--- config.mk ---
export PLATFORM = sky130hd
export DESIGN_NAME = regfile_dump_32x64
export DESIGN_NICKNAME = d
export VERILOG_FILES = /design/src/rtl/regfile_dump_32x64.sv
export SDC_FILE = /design/constraint.sdc
export NUM_CORES = 1
export LEC_CHECK = 0
export CAP_MARGIN = 10
export CELL_PAD_IN_SITES_DETAIL_PLACEMENT = 0
export CELL_PAD_IN_SITES_GLOBAL_PLACEMENT = 1
export CORE_AREA = 4 4 131 183
export DETAILED_ROUTE_END_ITERATION = 12
export DIE_AREA = 0 0 135 187
export PLACE_DENSITY = 0.8
export RECOVER_POWER = 50
export SLEW_MARGIN = 20
export SYNTH_ARGS = -nofsm -noshare
export SYNTH_HDL_FRONTEND = slang
export SYNTH_SLANG_ARGS = --single-unit
--- constraint.sdc ---
create_clock -name clk -period 1.83 [get_ports clk]
set_clock_uncertainty 0.2 [all_clocks]
set_input_delay 0.2745 -clock clk [delete_from_list [all_inputs] [get_ports clk]]
set_output_delay 0.2745 -clock clk [all_outputs]
set_load 0.01 [all_outputs]
--- src/rtl/regfile_dump_32x64.sv ---
`timescale 1ns/1ps
`default_nettype none
// ============================================================================
// Module   : regfile_dump_32x64
// Purpose  : Streams a wrapping address range of the 32x64 register file out
//            over valid/ready, fetching two registers per read cycle.
// Revision : 1.0 - initial release
// ============================================================================
module regfile_dump_32x64 (
    input  logic        clk,
    input  logic        rst,
    input  logic        start,
    input  logic [4:0]  first,
    input  logic [5:0]  count,
    output logic [4:0]  raA,
    output logic [4:0]  raB,
    input  logic [63:0] rdA,
    input  logic [63:0] rdB,
    output logic [63:0] out_data,
    output logic [4:0]  out_addr,
    output logic        out_valid,
    input  logic        out_ready,
    output logic        busy,
    output logic        done
);

    typedef enum logic [1:0] {
        S_IDLE  = 2'd0,
        S_FETCH = 2'd1,
        S_DRAIN = 2'd2,
        S_DONE  = 2'd3
    } state_t;

    state_t      state_q, state_d;
    logic [4:0]  ptr_q, ptr_d;
    logic [5:0]  rem_q, rem_d;
    logic [63:0] buf0_data_q, buf0_data_d;
    logic [4:0]  buf0_addr_q, buf0_addr_d;
    logic [63:0] buf1_data_q, buf1_data_d;
    logic [4:0]  buf1_addr_q, buf1_addr_d;
    logic        head_q, head_d;
    logic [1:0]  fill_q, fill_d;

    always_ff @(posedge clk or negedge rst) begin
        if (!rst) begin
            state_q     <= S_IDLE;
            ptr_q       <= 5'd0;
            rem_q       <= 6'd0;
            buf0_data_q <= 64'd0;
            buf0_addr_q <= 5'd0;
            buf1_data_q <= 64'd0;
            buf1_addr_q <= 5'd0;
            head_q      <= 1'b0;
            fill_q      <= 2'd0;
        end else begin
            state_q     <= state_d;
            ptr_q       <= ptr_d;
            rem_q       <= rem_d;
            buf0_data_q <= buf0_data_d;
            buf0_addr_q <= buf0_addr_d;
            buf1_data_q <= buf1_data_d;
            buf1_addr_q <= buf1_addr_d;
            head_q      <= head_d;
            fill_q      <= fill_d;
        end
    end

    always_comb begin
        state_d     = state_q;
        ptr_d       = ptr_q;
        rem_d       = rem_q;
        buf0_data_d = buf0_data_q;
        buf0_addr_d = buf0_addr_q;
        buf1_data_d = buf1_data_q;
        buf1_addr_d = buf1_addr_q;
        head_d      = head_q;
        fill_d      = fill_q;

        case (state_q)
            S_IDLE: begin
                if (start) begin
                    ptr_d   = first;
                    rem_d   = (count > 6'd32) ? 6'd32 : count;
                    state_d = (count == 6'd0) ? S_DONE : S_FETCH;
                end
            end
            S_FETCH: begin
                buf0_data_d = rdA;
                buf0_addr_d = ptr_q;
                head_d      = 1'b0;
                if (rem_q >= 6'd2) begin
                    buf1_data_d = rdB;
                    buf1_addr_d = ptr_q + 5'd1;
                    fill_d      = 2'd2;
                    rem_d       = rem_q - 6'd2;
                end else begin
                    fill_d = 2'd1;
                    rem_d  = 6'd0;
                end
                // 5-bit pointer wraps naturally past register 31
                ptr_d   = ptr_q + 5'd2;
                state_d = S_DRAIN;
            end
            S_DRAIN: begin
                if (out_ready) begin
                    if (fill_q == 2'd1) begin
                        fill_d  = 2'd0;
                        head_d  = 1'b0;
                        state_d = (rem_q != 6'd0) ? S_FETCH : S_DONE;
                    end else begin
                        fill_d = fill_q - 2'd1;
                        head_d = 1'b1;
                    end
                end
            end
            S_DONE: begin
                state_d = S_IDLE;
            end
            default: begin
                state_d = S_IDLE;
            end
        endcase
    end

    assign raA       = ptr_q;
    assign raB       = ptr_q + 5'd1;
    assign out_data  = head_q ? buf1_data_q : buf0_data_q;
    assign out_addr  = head_q ? buf1_addr_q : buf0_addr_q;
    assign out_valid = (state_q == S_DRAIN);
    assign busy      = (state_q != S_IDLE);
    assign done      = (state_q == S_DONE);

endmodule
`default_nettype wire

==> impl_metrics.yaml <==
outcome:
  status: "complete, but fails checks"
  violations: "negative setup slack"
route:
  dr_total_vias: 5710
  drt_iter0_drc: 179
  wirelength_mm: 22.3
  via_per_inst: 4.56
  drc: 0
  ant_nets: 0
  wl_per_cell_um: 17.8
  dr.pass1.iters: 4
setup_path:
  required_ns: 1.36
  cp-start-kind: "register"
  crit_arrival_ns: 1.80
  worstSetupPathType: "reg -> out"
  critPathMaxFanout: 8
  cp-end-kind: "output pin"
power_and_ir_drop:
  finalPower_mw: 21.2
  power.internal_mw: 13.9
  vdd_drop_max_mv: 0.794
  leakagePower_nw: 5.29
  power_frac_clock: 0.158
  power_density_nw_per_um2: 1870
  power.switching_mw: 7.29
  p_comb_frac: 0.555
  switching_share: 0.344
  sequentialPowerShare: 0.286
flow_run:
  max_cap_violations: 0
global_route:
  grt_usage: 0.159
  antenna_found_initial: 1
  first_global_vias: 6018
  grt_start_max_net_pins: 73
  grt_pass1_wl_mm: 32.0
  overflow: 0
sta:
  setup_viol: 143
  tightest_slew_ns: 0.730
  rsz0062_at_grt: "true"
  relSlewSlack: 0.513
  finalHoldViolCount: 0
  layout_setup_ws_ns: -0.441
  finalCritPeriodShare: 1.24
  drv_slew: 0
  fin_crit_ns: 2.27
  tns_ns: -26.19
  fmax_ghz: 0.440
clock_network:
  cts_buffers: 17
  clk_pin_slew_ns: 0.07
  htreeDepth: 4
  clkLatencyLatePin_ns: 0.42
  cts_tree: "yes"
  clockBufferDepth: 2
  clock_sinks: 154
  cts_root_buffer: "clkbuf_16"
layout:
  stdcell_count: 1252
  layout_commonest_cell: "nand2_1"
  area.growth.synth_to_final_pct: 62.0
  diodes: 0
  fillCellCount: 2024
  nets: 1085
  final_cell_mix: "nand2_1, dfrtp_1, clkdlybuf4s50_1"
  drive_above_1_share: 0.390
synthesis:
  muxShareOfSynthArea: 0.226
  synthAdderAreaFrac: 0.00715
  ys_seq_elements: 154
  synth-main-ff-cell: "dfrtp_1"
  synth_cell_types: 46
  syn_inst: 632
  synthXorXnorAreaFrac: 0.00500
  yosys.area_share.simple: 0.143
  syn-cell-area_um2: 7000
  ys_top_cells_by_area: "dfrtp_1, mux2_2, nand2_1, buf_6, clkbuf_1"
  synth_nets: 779
  yosysTopAreaCell: "dfrtp_1"
  yosys_warnings: 0
  synth_top_area_share: 0.550
  async_reset_ff_frac: 1.00
  synth-compound-area-share: 0.0334
  synth.avg_cell_area_um2: 11.1
  synth_top_family_by_area: "multiplexers"
  synth_edf_count: 0
  yosysSeqAreaShare: 0.550
die:
  io_pins: 225
  start_util: 0.313
  coreArea_um2: 22400
  die-area_um2: 25200
  rows: 65
  die_y_um: 187
  die_w_um: 135
placement:
  port_buffers: 224
  placed_cells: 1164
  dp_hpwl_mm: 13.8
  routabilityCongestion: 0.802
hold_path:
  worstHoldPathType: "in -> reg"
## routing by layer
metal  GRT usage  share of wire  wire (um)  up-vias
met2       0.282           0.54      12100      158
met3      0.0471          0.056       1240       32
met5           0        0.00090         20        -
li1            -              -          -     2736
met1       0.180           0.38       8450     2782
met4      0.0586          0.023        510        2
## kinds of logic (layout without fill, tap and decap cells)
family / Yosys count / count (layout)
AND/OR/NAND/NOR: 247 / 247
flip-flops: 154 / 154
multiplexers: 141 / 141
buffers and inverters: 48 / 367
AO/OA/AOI/OAI: 34 / 34
adder cells (fa/ha/maj): 4 / 4
XOR/XNOR: 4 / 4
## sequential cells by signal, indices dropped and copies added, names as in the netlist
| name | flops |
|---|---|
| buf1_data_q | 64 |
| state_q | 2 |
| buf0_addr_q | 5 |
| fill_q | 2 |
| head_q | 1 |
| buf0_data_q | 64 |
| rem_q | 6 |
| raA | 5 |
| buf1_addr_q | 5 |
## through the flow
stage / cell area [um2] / utilization / hold WS (ns) / setup slack (ns)
4_1_cts: 10600 / 0.473 / 0.157 / -0.615
6_report: 11300 / 0.507 / 0.176 / -0.441
3_5_place_dp: 9950 / 0.445 / 0.0829 / -0.209
3_3_place_gp: 9950 / 0.445 / 0.0864 / -0.212
5_1_grt: 11300 / 0.507 / 0.160 / -0.505
2_1_floorplan: 7000 / - / -0.221 / -0.0567
## critical path: stages, from the launching register on
cell,delay [ns]
dfrtp_4,0.57
buf_12,0.16
clkbuf_16,0.15
buf_4,0.13
mux2_2,0.25
clkbuf_2,0.13
## path summary, 6_finish.rpt
kind / from / to / slack (ns) / depth (start not counted)
min reg2reg: buf0_data_q[42] / buf0_data_q[42] / 0.27 / 2
max in group asynchronous: rst / head_q / 0.18 / 3
min in group asynchronous: rst / buf0_data_q[8] / 0.28 / 2
max reg2reg: rem_q[1] / buf1_data_q[52] / -0.09 / 5
max: head_q / out_data[52] / -0.44 / 5
min: rdA[10] / buf0_data_q[10] / 0.18 / 3
## power groups by stage
stage / registers [mW] / clock network, mW / logic [mW]
2_1_floorplan: 5.83 / 0 / 5.30
3_3_place_gp: 6.02 / 0 / 9.72
3_5_place_dp: 6.08 / 0 / 9.83
4_1_cts: 6.00 / 3.45 / 9.77
5_1_grt: 6.31 / 3.63 / 12.7
6_report: 6.06 / 3.35 / 11.8
## area by class of cell
class	instances	area, um2	area share
clock buffer	17	425	0.0375
timing repair buffer	327	3370	0.297
multi-input combinational	430	3160	0.278
tap	301	377	0.0332
sequential	154	3860	0.340
clock inverter	15	134	0.0118
inverter	8	30.0	0.00265
## synthesized netlist by cell type, types with 3 or more instances
master / count
nand2_1: 216
dfrtp_1: 154
mux2_2: 139
clkbuf_1: 21
buf_1: 8
buf_6: 8
inv_1: 8
a21oi_1: 7
nor2_1: 6
o21ai_0: 6
ha_1: 4
nand3_1: 4
o211ai_1: 4
nand2b_1: 3
nor2b_1: 3
o22ai_1: 3
## timing repair
item	in CTS	in global routing
buffers inserted	11	29
endpoints found under the setup margin	82	142
pin swaps	3	6
hold endpoints to repair	51	0
gates resized for setup	167	244
cloned	0	16
hold buffers	1	0
(Power assumes the default switching activity.)
==> RTL edit 1, RTL diff (same settings) <==
`buf1_data_q` no longer has a reset.
--- a/src/rtl/regfile_dump_32x64.sv
+++ b/src/rtl/regfile_dump_32x64.sv
@@ -50,3 +50,2 @@
             buf0_addr_q <= 5'd0;
-            buf1_data_q <= 64'd0;
             buf1_addr_q <= 5'd0;
@@ -60,3 +59,2 @@
             buf0_addr_q <= buf0_addr_d;
-            buf1_data_q <= buf1_data_d;
             buf1_addr_q <= buf1_addr_d;
@@ -65,2 +63,6 @@
         end
+    end
+
+    always_ff @(posedge clk) begin
+        buf1_data_q <= buf1_data_d;
     end
Behaviour: no difference found for any inputs over 4 cycles, from zero or initial values and one cycle with rst low; that may be too few to reach the edited logic, so the function may still have changed.
==> RTL edit 1 against the unedited design <==
The run still ends with negative setup slack left; design area down 7.4%; final cell count down 7.6%; non-clock buffer count down 35; critical path depth unchanged; worst setup slack better by 0.044 ns; total power down 14%; synthesized area down 6.8%; via count down 9.1%; routed wire length down 7.9%; first-iteration DRC count down 22%; register-to-register slack better by 0.06 ns; sequential cell count unchanged; global-route usage down 0.19 points; synthesized cell count down 11%; largest power group unchanged; highest routed layer is now met4.
==> RTL edit 1: results (changes against the unedited design) <==
Pre-CTS WS = -0.2240 ns (was -0.2088 ns)
Met1 wire length = 7906 µm (was 8446 µm)
Top cells by count, synth = nand2_1 (216), dfrtp_1 (90), mux2_2 (75), edfxtp_1 (64), clkbuf_1 (19) (was nand2_1 (216), dfrtp_1 (154), mux2_2 (139), clkbuf_1 (21))
Drt via density = 4.484 (was 4.561)
Placed inst area = 0.009487 mm² (was 0.009947 mm²)
Status = finished, violations left (unchanged)
Peak supply drop = 0.7517 mV (was 0.7939 mV)
Critical R2R Capture = buf1_data_q[24] (was buf1_data_q[52])
Hold_sp = rdA[5] (was rdA[10])
Metal3 WL = 829 µm (was 1237 µm)
Top Metal Used = met4 (was met5)
Initial antenna violation count = 2 (was 1)
Vias in the first global route = 5513 (was 6018)
Hold path endpoint = buf0_data_q[5] (was buf0_data_q[10])
Area contributors post-synth = dfrtp_1 (34%), edfxtp_1 (29%), mux2_2 (13%) (was dfrtp_1 (55%), mux2_2 (22%), nand2_1 (12%))
Via count = 5188 (was 5710)
Detailed Route WL = 20520 µm (was 22290 µm)
Final setup margin = -0.3974 ns (was -0.4412 ns)
Final setup fails = 109 (was 143)
Worst hold slack = 0.1687 ns (was 0.1756 ns)
Post-route setup TNS = -20.44 ns (was -26.19 ns)
Hpwl dp = 13400 µm (was 13830 µm)
Met2 routed WL = 11290 µm (was 12070 µm)
EDFF count, synth = 64 (was 0)
Failing checks = negative setup slack (unchanged)
CP top delay family = flip-flops (was buffers and inverters)
Reg2Reg Depth = 4 (was 5)
Async S/R FF share, synth = 58.44% (was 100.0%)
Tot GR Track Use = 15.74% (was 15.93%)
First-pass GRT wire length = 30500 µm (was 32040 µm)
Critical path arrival = 1.75 ns (was 1.80 ns)
Total power = 18300 µW (was 21160 µW)
Met1 usage = 17.69% (was 17.97%)
Initial DRC Count = 139 (was 179)
GP Congestion = 0.7945 (was 0.8023)
Net Sw Frac = 33.41% (was 34.44%)
Worst-path fanout max = 5 (was 8)
Layout cell share with drive strength beyond 1 = 31.97% (was 39.01%)
Syn nets = 707 (was 779)
Dpl cells = 1092 (was 1164)
Yosys cell types = 48 (was 46)
M2 GR Usage = 28.38% (was 28.25%)
Syn_area_per_cell = 11.66 µm² (was 11.08 µm²)
Final nets = 988 (was 1085)
[RTL edit 1: cell types whose count changed after synthesis, moves of 2 or more]
cell	change
dfrtp_1	-64
edfxtp_1	+64
mux2_2	-64
buf_6	-8
buf_2	+5
buf_1	-2
clkbuf_1	-2
[RTL edit 1: layout make-up]
class / instances / area, µm²
inverter: 9 / 60.06
fill: 2040 / 11850
antenna: 2 / 5.005
tap: 301 / 376.6
timing repair buffer: 292 / 2944
clock buffer: 23 / 457.9
sequential: 154 / 4180
timing repair inverter: 2 / 20.02
multi-input combinational: 365 / 2318
clock inverter: 9 / 148.9
[RTL edit 1: power groups by stage]
stage / sequential, µW / clock (µW) / combinational [µW]
after global placement: 5590 / 0 / 8190
after CTS: 5580 / 3790 / 8800
final: 5590 / 3670 / 9040
after floorplan: 5470 / 0 / 4140
after detailed placement: 5640 / 0 / 8250
after global routing: 5750 / 3930 / 9820
[RTL edit 1: cells by family (layout without fill, tap and decap cells)]
family	after synthesis	after routing	synth area share [%]
other cells	0	2	0
compound gates	33	33	3.640
buf+inv	41	335	2.529
xor+xnor	4	4	0.5365
simple gates	247	247	15.38
mux	77	77	13.24
fa+ha+maj	4	4	0.7663
flops	154	154	63.91
[RTL edit 1: worst max-delay path by stage]
stage | start | to | slack (ns) | depth (start not counted)
finish | head_q | out_data[14] | -0.40 | 5
global route | head_q | out_data[14] | -0.45 | 5
CTS | head_q | out_data[61] | -0.60 | 5
detailed placement | head_q | out_data[51] | -0.22 | 3
global placement | count[2] | state_q[1] | -0.23 | 4
floorplan | rem_q[1] | rem_q[3] | -0.08 | 5
[RTL edit 1: what timing repair did]
item	in CTS	in global routing
pin swaps	5	5
endpoints found under the setup margin	142	133
buffers inserted	20	9
gates resized for setup	333	77
hold buffers	1	0
endpoints found under the hold margin	90	0
gates cloned	2	6
==> RTL edit 2, RTL diff (config.mk and constraints unchanged) <==
Without the edit above. The 4 states of `state_t` get a one-hot encoding in 4 bits.
--- a/src/rtl/regfile_dump_32x64.sv
+++ b/src/rtl/regfile_dump_32x64.sv
@@ -26,7 +26,7 @@
 
-    typedef enum logic [1:0] {
-        S_IDLE  = 2'd0,
-        S_FETCH = 2'd1,
-        S_DRAIN = 2'd2,
-        S_DONE  = 2'd3
+    typedef enum logic [3:0] {
+        S_IDLE  = 4'b0001,
+        S_FETCH = 4'b0010,
+        S_DRAIN = 4'b0100,
+        S_DONE  = 4'b1000
     } state_t;
Function: no difference found for any inputs over 4 cycles, from zero or initial values and one cycle with rst low; so few cycles prove little.
==> RTL edit 2 against the unedited design <==
The flow still finishes with violations (negative setup slack); design area increased by 11%; clock power grew 15%; global-route usage rose by 2.9 points; sequential cell count grew 2; sequential share of layout area is 3.0 points lower; routed wire length increased by 13%; largest cell class is now multi-input combinational cells; synthesized area hardly changed; total power shrank 1.1%; final cell count barely moved; worst setup slack better by 0.094 ns.
==> RTL edit 2: results (changes against the unedited design) <==
Detailed Route WL = 25230 µm (was 22290 µm)
First-pass GRT wire length = 36580 µm (was 32040 µm)
Synth Area in Compound Gates = 3.427% (was 3.340%)
Worst hold slack = 0.1950 ns (was 0.1756 ns)
Post-synthesis cell count = 622 (was 632)
Initial DRC Count = 212 (was 179)
Largest net degree at the start of global routing = 61 (was 73)
Met1 usage = 21.67% (was 17.97%)
Post-CTS Setup Bufs = 38 (was 11)
Flop+latch power = 6110 µW (was 6060 µW)
Status = finished, violations left (unchanged)
Combinational Power Share = 52.4% (was 55.5%)
Post-route setup TNS = -47.29 ns (was -26.19 ns)
Tot GR Track Use = 18.85% (was 15.93%)
Final nets = 1080 (was 1085)
Failing checks = negative setup slack (unchanged)
Met2 routed WL = 13560 µm (was 12070 µm)
Xor/xnor share of the synthesized area = 0.4998% (was 0.5002%)
Placed inst area = 0.009983 mm² (was 0.009947 mm²)
Critical R2R Capture = buf1_data_q[22] (was buf1_data_q[52])
Peak supply drop = 0.7158 mV (was 0.7939 mV)
Top Metal Used = met4 (was met5)
GP Congestion = 0.7954 (was 0.8023)
Leak = 0.005921 µW (was 0.005294 µW)
Top cells by count, synth = nand2_1 (212), dfrtp_1 (155), mux2_2 (128), clkbuf_1 (19), mux2_1 (10) (was nand2_1 (216), dfrtp_1 (154), mux2_2 (139), clkbuf_1 (21))
Final setup fails = 223 (was 143)
Hold_sp = rdA[9] (was rdA[10])
Multiplexer share of the synthesized area = 22.31% (was 22.63%)
Final setup margin = -0.3468 ns (was -0.4412 ns)
M2 GR Usage = 33.74% (was 28.25%)
Worst slew margin relative to its limit = 17.94% (was 51.33%)
Met1 wire length = 9875 µm (was 8446 µm)
Vias in the first global route = 6442 (was 6018)
Net Sw Frac = 33.71% (was 34.44%)
Yosys cell types = 42 (was 46)
Pre-CTS WS = -0.3614 ns (was -0.2088 ns)
Combinational cell power = 11000 µW (was 11800 µW)
Post-cts repair resize count = 509 (was 167)
Worst-path fanout max = 7 (was 8)
Reg-to-reg startpoint = state_q[1] (was rem_q[1])
Area contributors post-synth = dfrtp_1 (55%), mux2_2 (21%), nand2_1 (11%) (was dfrtp_1 (55%), mux2_2 (22%), nand2_1 (12%))
CP peak stage delay = 0.49 ns (was 0.57 ns)
Drt via density = 4.791 (was 4.561)
Metal3 WL = 794 µm (was 1237 µm)
Non-Filler Instances = 1251 (was 1252)
Hold path endpoint = buf0_data_q[9] (was buf0_data_q[10])
Routing usage on met3 = 3.445% (was 4.709%)
Layout cell share with drive strength beyond 1 = 52.54% (was 39.01%)
Slowest stage cell, crit path = or4b_4 (was dfrtp_4)
-- RTL edit 2: cell types whose count changed in the layout (fill, tap and decap cells not counted), sizes merged, moves of 5 or more --
cell / change
a21oi: -5
buf: +25
clkbuf: -24
clkinv: -6
-- RTL edit 2: final cells by class --
| type | count | area (µm²) |
|---|---|---|
| Tap cell | 301 | 376.6 |
| Timing Repair Buffer | 327 | 3691 |
| Clock buffer | 18 | 439.2 |
| Clock inverter | 14 | 205.2 |
| Fill cell | 1852 | 9767 |
| Sequential cell | 156 | 3910 |
| Antenna cell | 4 | 10.01 |
| Multi-Input combinational cell | 423 | 3934 |
| Inverter | 8 | 32.53 |
-- RTL edit 2: worst max-delay path by stage --
stage	from	slack, ns	endpoint	cells past startpoint
final	state_q[1]	-0.35	buf1_data_q[22]	7
after CTS	head_q	-0.44	out_data[31]	5
after floorplan	state_q[3]	-0.33	buf1_data_q[27]	6
after detailed placement	count[1]	-0.36	state_q[3]	4
after global placement	count[1]	-0.34	state_q[3]	4
after global routing	head_q	-0.40	out_data[6]	4
